[src/rtl/axis_broadcaster.sv]
// One-beat AXI-Stream broadcaster: each slave beat is replayed to a per-packet target set of masters.
// Optional statistics counters are enabled by defining AXIS_BCAST_STATS_EN.
module axis_broadcaster #(
  parameter int AXIS_TDATA_WIDTH = 32,
  parameter int NUM_MASTERS      = 2
) (
  input  logic                                      axis_aclk,
  input  logic                                      axis_areset,
  input  logic                                      mode,
  input  logic [NUM_MASTERS-1:0]                    enable_mask,
  input  logic [2:0]                                route_sel,
  input  logic                                      s00_axis_tvalid,
  output logic                                      s00_axis_tready,
  input  logic [AXIS_TDATA_WIDTH-1:0]               s00_axis_tdata,
  input  logic [AXIS_TDATA_WIDTH/8-1:0]             s00_axis_tstrb,
  input  logic                                      s00_axis_tlast,
  output logic [NUM_MASTERS-1:0]                    m_axis_tvalid,
  input  logic [NUM_MASTERS-1:0]                    m_axis_tready,
  output logic [NUM_MASTERS-1:0]                    m_axis_tlast,
  output logic [NUM_MASTERS*AXIS_TDATA_WIDTH-1:0]   m_axis_tdata,
  output logic [NUM_MASTERS*AXIS_TDATA_WIDTH/8-1:0] m_axis_tstrb
`ifdef AXIS_BCAST_STATS_EN
  ,
  output logic [31:0]                               stat_pkt_count,
  output logic [31:0]                               stat_drop_count
`endif
);

  localparam int STRB_W = AXIS_TDATA_WIDTH / 8;

  typedef enum logic {PKT_START, PKT_MID} pkt_state_t;

  pkt_state_t state, state_nxt;

  logic                        vld_p1;
  logic [AXIS_TDATA_WIDTH-1:0] data_p1;
  logic [STRB_W-1:0]           strb_p1;
  logic                        last_p1;
  logic [NUM_MASTERS-1:0]      tmask_p1;
  logic [NUM_MASTERS-1:0]      done_p1;
  logic [NUM_MASTERS-1:0]      pkt_mask;

  logic [NUM_MASTERS-1:0]      new_mask;
  logic [NUM_MASTERS-1:0]      beat_mask;
  logic [NUM_MASTERS-1:0]      hs;
  logic                        complete;
  logic                        accept;

  // Out-of-range indices give an empty target set, which makes the beat a discard.
  function automatic logic [NUM_MASTERS-1:0] onehot_sel(input logic [2:0] sel);
    logic [NUM_MASTERS-1:0] oh;
    oh = '0;
    for (int i = 0; i < NUM_MASTERS; i++) begin
      if (sel == 3'(i)) oh[i] = 1'b1;
    end
    return oh;
  endfunction

  assign new_mask  = mode ? onehot_sel(route_sel) : enable_mask;
  assign beat_mask = (state == PKT_START) ? new_mask : pkt_mask;

  assign m_axis_tvalid   = {NUM_MASTERS{vld_p1}} & tmask_p1 & ~done_p1;
  assign hs              = m_axis_tvalid & m_axis_tready;
  assign complete        = vld_p1 & (&(~tmask_p1 | done_p1 | hs));
  assign s00_axis_tready = ~axis_areset & (~vld_p1 | complete);
  assign accept          = s00_axis_tvalid & s00_axis_tready;

  assign m_axis_tdata = {NUM_MASTERS{data_p1}};
  assign m_axis_tstrb = {NUM_MASTERS{strb_p1}};
  assign m_axis_tlast = {NUM_MASTERS{last_p1}};

  always_comb begin
    state_nxt = state;
    if (accept) state_nxt = s00_axis_tlast ? PKT_START : PKT_MID;
  end

  always_ff @(posedge axis_aclk or posedge axis_areset) begin
    if (axis_areset) begin
      state    <= PKT_START;
      pkt_mask <= '0;
    end else begin
      state <= state_nxt;
      if (accept && state == PKT_START) pkt_mask <= new_mask;
    end
  end

  // Stage p1: single beat buffer, reloaded on the completing edge so there is no bubble.
  always_ff @(posedge axis_aclk or posedge axis_areset) begin
    if (axis_areset) begin
      vld_p1   <= 1'b0;
      data_p1  <= '0;
      strb_p1  <= '0;
      last_p1  <= 1'b0;
      tmask_p1 <= '0;
      done_p1  <= '0;
    end else if (accept) begin
      vld_p1   <= 1'b1;
      data_p1  <= s00_axis_tdata;
      strb_p1  <= s00_axis_tstrb;
      last_p1  <= s00_axis_tlast;
      tmask_p1 <= beat_mask;
      done_p1  <= '0;
    end else if (complete) begin
      vld_p1  <= 1'b0;
      done_p1 <= '0;
    end else begin
      done_p1 <= done_p1 | hs;
    end
  end

`ifdef AXIS_BCAST_STATS_EN
  always_ff @(posedge axis_aclk or posedge axis_areset) begin
    if (axis_areset) begin
      stat_pkt_count  <= '0;
      stat_drop_count <= '0;
    end else if (complete) begin
      if (~|tmask_p1)   stat_drop_count <= stat_drop_count + 32'd1;
      else if (last_p1) stat_pkt_count  <= stat_pkt_count + 32'd1;
    end
  end
`endif

endmodule

[config.mk]
export PLATFORM = sky130hd
export DESIGN_NAME = axis_broadcaster
export DESIGN_NICKNAME = d
export VERILOG_FILES = /design/src/rtl/axis_broadcaster.sv
export SDC_FILE = /design/constraint.sdc
export NUM_CORES = 1
export LEC_CHECK = 0
export ABC_AREA = 1
export CAP_MARGIN = 0
export CORE_UTILIZATION = 55
export CTS_BUF_LIST = sky130_fd_sc_hd__clkbuf_2 sky130_fd_sc_hd__clkbuf_4 sky130_fd_sc_hd__clkbuf_8
export DETAILED_ROUTE_END_ITERATION = 7
export DONT_BUFFER_PORTS = 1
export GPL_TIMING_DRIVEN = 0
export PLACE_DENSITY = 0.74
export SETUP_SLACK_MARGIN = 0.2
export SLEW_MARGIN = 15
export SYNTH_ARGS = -nofsm -noshare
export SYNTH_HDL_FRONTEND = slang
export SYNTH_SLANG_ARGS = --single-unit
[constraint.sdc]
create_clock -name axis_aclk -period 2.58 [get_ports axis_aclk]
set_input_delay 0.516 -clock axis_aclk [delete_from_list [all_inputs] [get_ports axis_aclk]]
set_output_delay 0.516 -clock axis_aclk [all_outputs]
set_load 0.05 [all_outputs]
# After elaboration in Yosys (flattened, before gate mapping)
# Index checks and enable logic that the tools add are counted.
[totals] reg_bits=45 wordCells=37
[op_classes] n_eq_ne=1 n_mux=9 bitwise_logic=15 reduce_logical=4
[op_table] operator="2-bit 2-to-1 mux" count=4
[op_table] operator="2-bit AND" count=3
[op_table] operator="2-bit OR" count=3
[op_table] operator="1-bit 2-to-1 mux" count=5
[op_table] operator="2-bit NOT" count=2
[op_table] operator="1-bit AND" count=3
[op_table] operator="3-bit by 1-bit equality test with 1-bit output (second input constant)" count=1
[op_table] operator="3-bit logical NOT" count=1
[op_table] operator="1-bit NOT" count=3
[op_table] operator="2-bit AND reduction" count=1
[op_table] operator="2-bit nonzero test" count=1
[op_table] operator="1-bit logical AND" count=1
[op_table] operator="1-bit OR" count=1

# Logic depth before layout (Yosys ltp)
# Gate-level depths: netlist of the first run.
[logic_depth] ltp_word=10 depth_mapped=9 ltp_nobuf=8

# Worst setup path before layout of the first run
# No wires, ideal clock.
[synth_timing] path_type="input-to-reg" from="in axis_areset" to="reg data_p1[10]" setup_time_ns=0.118 t_arrival_ns=2.121 required_ns=2.462 slack_ns=0.341 stages=5 path_buffers=1 cell_sequence="inv_1 -> nand3_4 -> buf_4 -> nand2_1 -> nand2_1"
[synth_between] elab_chain_len=3
[synth_rtl] item="start, declared" line="8" rtl="input logic axis_areset,"
[synth_rtl] item="1-bit NOT" line="65" rtl="assign s00_axis_tready = ~axis_areset & (~vld_p1 | complete);"
[synth_rtl] item="1-bit AND" line="65"
[synth_rtl] item="1-bit AND" line="66" rtl="assign accept = s00_axis_tvalid & s00_axis_tready;"
[synth_rtl] item="end signal, assigned" line="98" rtl="data_p1 <= s00_axis_tdata;"
[synth_rtl] item="end, declared" line="36" rtl="logic [AXIS_TDATA_WIDTH-1:0] data_p1;"
# Every way passes these cells.
# A chain may end at the register's enable or synchronous reset.

# Worst setup path after layout of the first run
[layout_timing] from="reg vld_p1" to="out s00_axis_tready"
[layout_between] elab_chain_len=8 word_cells_on_any_way=9
[layout_rtl] item="start, declared" line="35" rtl="logic vld_p1;"
[layout_rtl] item="start signal, assigned" line="90" rtl="vld_p1 <= 1'b0;"
[layout_rtl] item="start signal, assigned" line="97" rtl="vld_p1 <= 1'b1;"
[layout_rtl] item="start signal, assigned" line="104" rtl="vld_p1 <= 1'b0;"
[layout_rtl] item="2-bit AND (2 in series)" line="62" rtl="assign m_axis_tvalid = {NUM_MASTERS{vld_p1}} & tmask_p1 & ~done_p1;"
[layout_rtl] item="2-bit AND" line="63" rtl="assign hs = m_axis_tvalid & m_axis_tready;"
[layout_rtl] item="2-bit OR" line="64" rtl="assign complete = vld_p1 & (&(~tmask_p1 | done_p1 | hs));"
[layout_rtl] item="2-bit AND reduction" line="64"
[layout_rtl] item="1-bit AND" line="64"
[layout_rtl] item="1-bit OR *" line="65"
[layout_rtl] item="1-bit AND *" line="65"
[layout_rtl] item="end, declared" line="13" rtl="output logic s00_axis_tready,"
# Every way passes the cells marked *; elsewhere a longest branch is shown, timed or not.

==> results of run 1 <==
layout by cell type, fill, tap and decap left out, types with 2 or more instances in the layout:
master and n:
inv_1 9, nand3_1 40, inv_2 2, nand4_1 3, nand3b_1 3, buf_1 2
buf_2 4, clkbuf_8 6, nor2_1 3, buf_4 41, dfrtp_1 45, nor3_2 2
nand2_1 87, a21oi_1 2, buf_6 7, o21ai_0 5
registers in the layout (all words and copies together), names as in the netlist:
signal,flops
vld_p1,1
state,1
pkt_mask,2
last_p1,1
tmask_p1,2
strb_p1,4
data_p1,32
done_p1,2
worst min-delay path by stage:
| stage | start | to | slack (ns) |
|---|---|---|---|
| 4_1_cts | axis_areset | data_p1[19] | 0.04 |
| 5_1_grt | axis_areset | data_p1[19] | 0.04 |
| 2_1_floorplan | pkt_mask[0] | pkt_mask[0] | 0.44 |
| 3_3_place_gp | pkt_mask[0] | pkt_mask[0] | 0.46 |
| 3_5_place_dp | axis_areset | data_p1[19] | 0.36 |
| 6_report | axis_areset | data_p1[19] | 0.04 |
stage by stage:
step	hold slack (ns)	worst slack, ns	TNS (ns)
after floorplan	0.4443	0.3413	0
after global placement	0.4582	-0.1579	-4.693
after CTS	0.03578	0.3803	0
after global routing	0.03819	0.2258	0
final	0.04146	0.4016	0
after detailed placement	0.3563	0.7016	0
synthesized netlist by cell type, types with 2 or more instances:
cell type,number
a21oi_1,2
buf_2,4
buf_4,39
buf_6,7
dfrtp_1,45
inv_1,10
nand2_1,87
nand3_1,40
nand3b_1,3
nand4_1,3
nor2_1,3
nor3_1,2
o21ai_0,5
cells by family (layout without fill, tap and decap cells):
family	count (synthesis)	in the layout	share of synthesized area, %
buffers and inverters	62	75	19.52
AOI/OAI and AO/OA	10	10	2.572
and+or+nand+nor	139	139	27.13
muxes	1	1	0.4474
DFF	45	45	50.34
area by class of cell:
class,instances,area share [%]
sequential,45,45.59
multi-input combinational,150,27.71
buffer,51,16.01
clock buffer,7,3.647
tap,48,2.432
timing repair buffer,5,1.722
inverter,11,1.672
clock inverter,1,1.216
critical path, cell delays in order, from the launching register on:
cell	delay, ns
dfrtp_1	0.42
inv_2	0.09
o21ai_1	0.18
nand2_1	0.11
a21oi_2	0.31
buf_6	0.26
layer usage:
metal / global-route usage, % / vias up
met2: 32.40 / 82
met4: 6.793 / 0
met5: 0 / -
li1: - / 800
met3: 8.103 / 6
met1: 28.41 / 749
==> results by group, run 1 <==
STA
  • Final clock skew: approximately 0.0072 ns
  • # setup viols final: 0
  • Final period utilization: 84.43%
  • Slew HR: 65.82%
  • RSZ-0062 raised after global routing: no
  • Fin crit period: ~2.2 ns
  • Fin. Hold Viols: 0
  • Max-slew violation count: 0
  • Worst Tran Pin Value: 0.5126 ns
  • Maximum clock frequency: roughly 460 MHz

Clocking
  • Reg clk slew, reported paths: around 0.080 ns
  • Post_cts resized: 0
  • Hold buffers post-CTS: 0
  • Root buffer cell: clkbuf_8
  • Postcts setup bufs: 0
  • Cts bufs inserted: 5
  • Clk sinks: between 40 and 50
  • CTS max path bufs: 2
  • CTS tree: yes
  • Clock latency on the worst-skew pair: a little under 0.3 ns
  • Depth of the CTS H-tree: 2

Yosys
  • Yosys reg bits: 45
  • Synthesis Warnings: 0
  • Ys flop type: dfrtp_1
  • EDFF count, synth: 0
  • Mean area per synthesized cell: 8.705 um^2
  • Post-Synthesis Cell Area: 0.002237 mm^2
  • Seq/Total Area, Yosys: around half
  • Synth area leaders: dfrtp_1 50%, nand2_1 15%, buf_4 13%, nand3_1 8.9%, buf_6 3.5%
  • Syn nets: ~310
  • Post-Syn Instances: between 200 and 300
  • Yosys cell types: 20
  • Largest area contributor in the netlist: dfrtp_1
  • Async SR Flop Fraction: 100.0%
  • Post-synth top area share: roughly 50%

Die
  • Die area: 0.004326 mm^2
  • CORE AREA: approximately 0.0038 mm^2
  • DIE HEIGHT: approximately 66 um
  • # IOs: between 100 and 150
  • Horiz. Die Dim: 65.78 um
  • Starting Density: 59.32%
  • Core Rows: 22

Setup path
  • Critical Path RT: about 2 ns
  • R2R setup slack: 0.98 ns
  • CP startpoint kind: register
  • Critical path class: register to primary output
  • R2R Path End: data_p1[24]
  • CP Data Arrival Time: between 1.5 and 2 ns
  • Worst setup path start: vld_p1
  • R2r worst-path depth: 7
  • Max FO, Critical Path: 10
  • Critical R2R Launch: vld_p1
  • CP Capture Type: primary output
  • Worst setup endpoint: s00_axis_tready

Global routing
  • Vias in the first global route: 1,532
  • GR Overflow Total: 0
  • Largest net degree at the start of global routing: 37
  • Total GRT Usage: a little over a fifth
  • Initial antenna violation count: 0
  • First-pass GRT wire length: 6962 um

Route
  • DRT iter0 DRCs: around 120
  • Total wire length: ~4300 um
  • Drt first pass iters: 4
  • DR DRC count: 0
  • Met1 wire length: 1944 um
  • Antenna-violating nets left: 0
  • Met2 wire length: around 1900 um
  • Met3 routed WL: about 410 um
  • DR WL/cell: 13.50 um
  • DR top layer: met4
  • Via count: ~1,600
  • Vias per cell: 5.148

Layout
  • Multi-input logic area: just under 700 um^2
  • Fin cells: 318
  • Final core occ: between 60% and 70%
  • Final nets: 317
  • Layout cells sized above 1: 25.19%
  • Area grow syn2layout: 10.40%
  • Ant diodes: 0
  • Fillers: 338
  • Design area: about 0.0025 mm^2
  • Sequential cell area: between 0.001 and 0.0015 mm^2

Run status
  • Run status: finished, final reports clean

Job
  • Max_cap viols: 0

Min path
  • Worst hold path class: input pin to asynchronous set/reset pin

Placed design
  • Placed instance area: 0.002350 mm^2
  • DP HPWL: roughly 3100 um
  • Input/output buffers: 0
  • # placed instances: 310
  • Placer Congestion: about 0.75
Power of run 1 is not shown: default switching activity piles up to over one toggle a cycle in this logic, so the estimate is an artifact.
==> inputs of run 2 (changes only) <==
- PLACE_DENSITY: 0.74 -> 0.77
- clock period: 2.58 -> 1.83 ns (I/O delays scaled with it)
==> results by group, run 2 (synthesized netlist as in run 1, its figures left out) <==
Route
  • Antenna-violating nets left: 0
  • DR WL/cell: approximately 16 um
  • DRT iter0 DRCs: 94
  • Via count: ~1,800
  • Vias per cell: around 5.4
  • Drt first pass iters: 4
  • Total wire length: 5213 um
  • DR DRC count: 0

Layout
  • Biggest register: data_p1
  • Fillers: between 200 and 300
  • Sequential cell area: 0.001172 mm^2
  • Largest regs: data_p1: 32 flops, strb_p1: 4 flops
  • Design area: around 0.0028 mm^2
  • Most common cell after layout, fill and taps aside: nand2_1
  • Number of flip-flops in the largest register: 32
  • Most frequent cells in the layout: 86 x nand2_1, 43 x buf_4, 37 x dfrtp_2
  • Final nets: between 300 and 400
  • Multi-input logic area: between 800 and 900 um^2
  • Area grow syn2layout: 25.28%
  • Layout cells sized above 1: 48.38%
  • Ant diodes: 0

Die
  • Die area: roughly 0.0043 mm^2
  • DIE HEIGHT: roughly 66 um
  • # IOs: approximately 130
  • Core Rows: 22
  • Starting Density: a little under 60%
  • CORE AREA: about 0.0038 mm^2
  • Horiz. Die Dim: approximately 66 um

STA
  • RSZ-0062 raised after global routing: yes
  • Setup TNS Final: 0 ns
  • Worst hold slack: between 0.1 and 0.15 ns
  • Max-slew violation count: 0
  • Worst Tran Pin Value: roughly 1.0 ns
  • Final period utilization: 94.83%
  • Fin crit period: ~1.7 ns
  • Fin. Hold Viols: 0
  • Slew HR: a little under a third
  • # setup viols final: 0
  • Maximum clock frequency: ~580 MHz
  • Min setup slack post-route: around 0.095 ns
  • Final clock skew: just under 0.006 ns

Pwr
  • P_leak: approximately 1.4 nW
  • Total power: around 0.0062 W
  • Worst vdd ir: 1.093 mV
  • Pwr dens: about 2200 mW/mm^2

Global routing
  • Vias in the first global route: about 1,600
  • Initial antenna violation count: 0
  • Largest net degree at the start of global routing: 24
  • GR Overflow Total: 0
  • First-pass GRT wire length: 7327 um
  • Total GRT Usage: between 20% and 30%

Placed design
  • Post-placement setup slack: -0.2277 ns
  • Placed instance area: 0.002315 mm^2
  • DP HPWL: roughly 3300 um
  • Input/output buffers: 0
  • Placer Congestion: a little over 0.7

Clocking
  • CTS tree: yes
  • Cts bufs inserted: 5
  • Clock latency on the worst-skew pair: about 0.3 ns
  • Clk sinks: 45
  • Root buffer cell: clkbuf_8
  • CTS max path bufs: 2
  • Reg clk slew, reported paths: ~0.08 ns
  • Depth of the CTS H-tree: 2

Setup path
  • R2R setup slack: 0.19 ns
  • CP Capture Type: primary output
  • Worst setup path start: vld_p1
  • Critical path class: register to primary output
  • CP Data Arrival Time: approximately 1.4 ns
  • R2r worst-path depth: 10
  • Worst setup endpoint: s00_axis_tready
  • Critical R2R Launch: done_p1[1]
  • Max FO, Critical Path: 5
  • CP startpoint kind: register
  • Critical Path RT: 1.46 ns
  • R2R Path End: data_p1[2]

Run status
  • Run status: finished, final reports clean

Min path
  • Worst hold path class: input pin to asynchronous set/reset pin

Job
  • Max_cap viols: 0
## run 2: cell count changes in the layout (fill, tap and decap cells not counted), moves of 3 or more
| cell | change |
|---|---|
| nand3_2 | +15 |
| clkbuf_16 | +3 |
| dfrtp_1 | -37 |
| dfrtp_2 | +37 |
| buf_8 | +3 |
| nand3_1 | -15 |
## run 2: routing by layer
| metal | routed length (um) | share of wire, % | GRT usage, % | up-vias |
|---|---|---|---|---|
| li1 | - | - | - | 820 |
| met1 | 2044 | 39 | 26.50 | 848 |
| met2 | 2744 | 53 | 39.54 | 80 |
| met3 | 363 | 7.0 | 6.552 | 7 |
| met4 | 61 | 1.2 | 9.511 | 0 |
| met5 | 0 | 0 | 0 | - |
## run 2: how the worst min path moves through the flow
stage	slack [ns]	cells after the start	start	end
after floorplan	0.40	1	axis_areset	data_p1[0]
after global placement	0.46	2	pkt_mask[0]	pkt_mask[0]
after detailed placement	0.46	2	pkt_mask[0]	pkt_mask[0]
after CTS	0.15	1	axis_areset	data_p1[19]
after global routing	0.19	1	axis_areset	data_p1[19]
final	0.13	1	axis_areset	data_p1[25]
## run 2: critical path, cell delays in order (launching register included)
cell and delay [ns]:
dfrtp_2 0.41, inv_4 0.07, o21ai_4 0.14, nand2_2 0.10
a21oi_4 0.17, buf_12 0.16
## run 2: what timing repair did
| action | 4_1_cts | 5_1_grt |
|---|---|---|
| hold buffers | 1 | 0 |
| setup buffers | 3 | 4 |
| endpoints found under the setup margin | 53 | 75 |
| gates cloned | 2 | 3 |
| endpoints found under the hold margin | 22 | 0 |
| pin swaps | 3 | 14 |
| resized for setup | 18 | 56 |
## run 2: final cells by class
| type | instances | share of cell area [%] |
|---|---|---|
| flip-flops and latches | 45 | 41.83 |
| multi-input cells | 150 | 28.75 |
| plain buffers | 51 | 14.96 |
| repair buffers | 12 | 6.741 |
| clock buffers | 5 | 2.455 |
| well taps | 48 | 2.143 |
| inverters | 11 | 1.696 |
| clock inverters | 2 | 1.250 |
| repair inverters | 1 | 0.1786 |
## run 2: through the flow
step | util [%] | std cells
5_1_grt | 74.32 | 325
2_1_floorplan | - | 257
3_3_place_gp | 61.38 | 305
3_5_place_dp | 61.38 | 305
4_1_cts | 67.22 | 318
6_report | 74.32 | 325
## run 2: report_power, final
part	switching [W]	internal (W)	total, W
Sequential	0.00132	0.00140	0.00272
Clock	0.000319	0.000397	0.000716
Combinational	0.00183	0.000921	0.00275
Power figures use the tool's default switching activity.
==> inputs of run 3 (changes only) <==
- SETUP_SLACK_MARGIN: 0.2 -> 0.15
==> results by group, run 3 (synthesized netlist as in run 1, its figures left out) <==
Route
  • Via count: between 1,500 and 2,000
  • DR WL/cell: around 15 um
  • Met2 wire length: around 2400 um
  • Total wire length: around 4800 um
  • Met1 wire length: ~2000 um
  • Met3 routed WL: 347 um
  • Antenna-violating nets left: 0
  • DRT iter0 DRCs: approximately 110
  • DR DRC count: 0
  • DR top layer: met4
  • Vias per cell: approximately 5.2
  • Drt first pass iters: 4

STA
  • Maximum clock frequency: around 580 MHz
  • # setup viols final: 0
  • Worst Tran Pin Value: about 0.6 ns
  • Worst hold slack: -0.01044 ns
  • Fin crit period: roughly 1.7 ns
  • Final clock skew: about 0.0034 ns
  • Final period utilization: between 90% and 100%
  • Max-slew violation count: 0
  • Slew HR: between 60% and 70%
  • RSZ-0062 raised after global routing: yes
  • Fin. Hold Viols: 13

Global routing
  • Vias in the first global route: roughly 1,700
  • Largest net degree at the start of global routing: 26
  • First-pass GRT wire length: roughly 7600 um
  • GR Overflow Total: 0
  • Initial antenna violation count: 0
  • Total GRT Usage: a little under a quarter

Die
  • Core Rows: 22
  • DIE HEIGHT: approximately 66 um
  • Starting Density: 59.32%
  • Die area: between 0.004 and 0.005 mm^2
  • Horiz. Die Dim: between 60 and 70 um
  • CORE AREA: between 0.003 and 0.004 mm^2
  • # IOs: 125

Setup path
  • CP peak stage delay: between 0.4 and 0.5 ns
  • CP Data Arrival Time: ~1.4 ns
  • Max FO, Critical Path: 5
  • CP Capture Type: primary output
  • Crit path cell chain: nor2_1, o21ai_4, nand2_2, a21oi_4, buf_12
  • Worst path slowest cell: dfrtp_1
  • Critical path class: register to primary output
  • CP startpoint kind: register
  • Critical Path RT: 1.46 ns

Clocking
  • Clk sinks: between 40 and 50
  • CTS max path bufs: 2
  • Cts bufs inserted: 5
  • Reg clk slew, reported paths: 0.08 ns
  • Root buffer cell: clkbuf_8
  • Clock latency on the worst-skew pair: 0.29 ns
  • Depth of the CTS H-tree: 2
  • CTS tree: yes

Run status
  • Run status: complete, but fails checks
  • Failing checks: hold timing

Layout
  • Largest regs: data_p1: 32 flops, strb_p1: 4 flops
  • Design area: around 0.0026 mm^2
  • Biggest register: data_p1
  • Ant diodes: 0
  • Most common cell after layout, fill and taps aside: nand2_1
  • Final nets: between 300 and 400
  • Number of flip-flops in the largest register: 32
  • Area grow syn2layout: 15.88%
  • Most frequent cells in the layout: 85 x nand2_1, 46 x buf_4, 44 x dfrtp_1
  • Layout cells sized above 1: between 30% and 40%

Placed design
  • Placer Congestion: approximately 0.76
  • Input/output buffers: 0
  • Placed instance area: 0.002315 mm^2
  • DP HPWL: 3099 um

Pwr
  • P_leak: 1.398 nW
  • Worst vdd ir: approximately 1.2 mV
  • NetSw: about 0.0034 W
  • Logic pwr share: between 40% and 50%
  • Clock share of power: 11.2%
  • Internal: roughly 0.0025 W
  • Total power: around 0.0059 W
  • Sw Ratio: slightly below 60%
  • Pwr dens: about 2300 mW/mm^2
  • Seq pwr share: 44.7%

Job
  • Max_cap viols: 0

Min path
  • Worst hold path class: input pin to asynchronous set/reset pin
==> run 3: cell types whose count changed in the layout (fill, tap and decap cells not counted), moves of 2 or more <==
cell       before  now
dfrtp_2        37    1
buf_6           5    7
buf_4          43   46
nand3_2        15    1
clkbuf_8        5    7
nand3_1        25   40
buf_8           3    0
dfrtp_1         8   44
clkbuf_16       3    0
==> run 3: area by class of cell <==
class	instances	area (um^2)
fillers	308	1179
flip-flops and latches	45	1127
multi-input cells	151	733.2
plain buffers	51	407.9
repair buffers	11	107.6
clock buffers	7	96.34
well taps	48	60.06
inverters	11	47.55
repair inverters	1	7.507
clock inverters	1	5.005
==> run 3: path summary, 6_finish.rpt <==
| path | start | end | slack [ns] | depth (start not counted) |
|---|---|---|---|---|
| max | done_p1[1] | s00_axis_tready | 0.10 | 5 |
| min | axis_areset | done_p1[1] | -0.01 | 1 |
| max reg2reg | done_p1[1] | data_p1[15] | 0.23 | 9 |
| min reg2reg | pkt_mask[0] | pkt_mask[0] | 0.48 | 2 |
| max in group asynchronous | axis_areset | data_p1[13] | 0.90 | 2 |
| min in group axis_aclk | s00_axis_tlast | state | 0.17 | 1 |
==> run 3: per-stage QoR <==
stage	setup TNS, ns	util, %	worst slack (ns)	instances
2_1_floorplan	0	-	0.1560	257
3_3_place_gp	-8.620	61.38	-0.2165	305
3_5_place_dp	-8.655	61.38	-0.2310	305
4_1_cts	0	67.32	0.02567	322
5_1_grt	0	68.75	0.06336	326
6_report	0	68.75	0.1028	326
==> run 3: repair_timing <==
action,4_1_cts,5_1_grt
endpoints found under the hold margin,0,5
gates cloned,4,0
resized for setup,8,6
buffers inserted,5,3
setup endpoints to repair,43,43
hold buffers,0,1
pin swaps,2,4
==> run 3: metal layers <==
layer,global-route usage [%],up-vias
met1,27.61,788
met4,9.783,0
met3,6.552,9
met2,40.31,78
li1,-,820
met5,0,-
==> run 3: power groups by stage <==
stage | clock [W] | sequential, W | combinational (W)
after floorplan | 0 | 0.00258 | 0.00218
after CTS | 0.000672 | 0.00264 | 0.00253
after global routing | 0.000723 | 0.00270 | 0.00276
after global placement | 0 | 0.00264 | 0.00231
final | 0.000663 | 0.00264 | 0.00260
after detailed placement | 0 | 0.00265 | 0.00234
==> run 3: critical path: cells and delay by family, from the launching register on <==
family | cells | cell delay [ns]
AO/OA/AOI/OAI | 2 | 0.17
flip-flops | 1 | 0.42
buffers and inverters | 1 | 0.15
AND/OR/NAND/NOR | 2 | 0.32
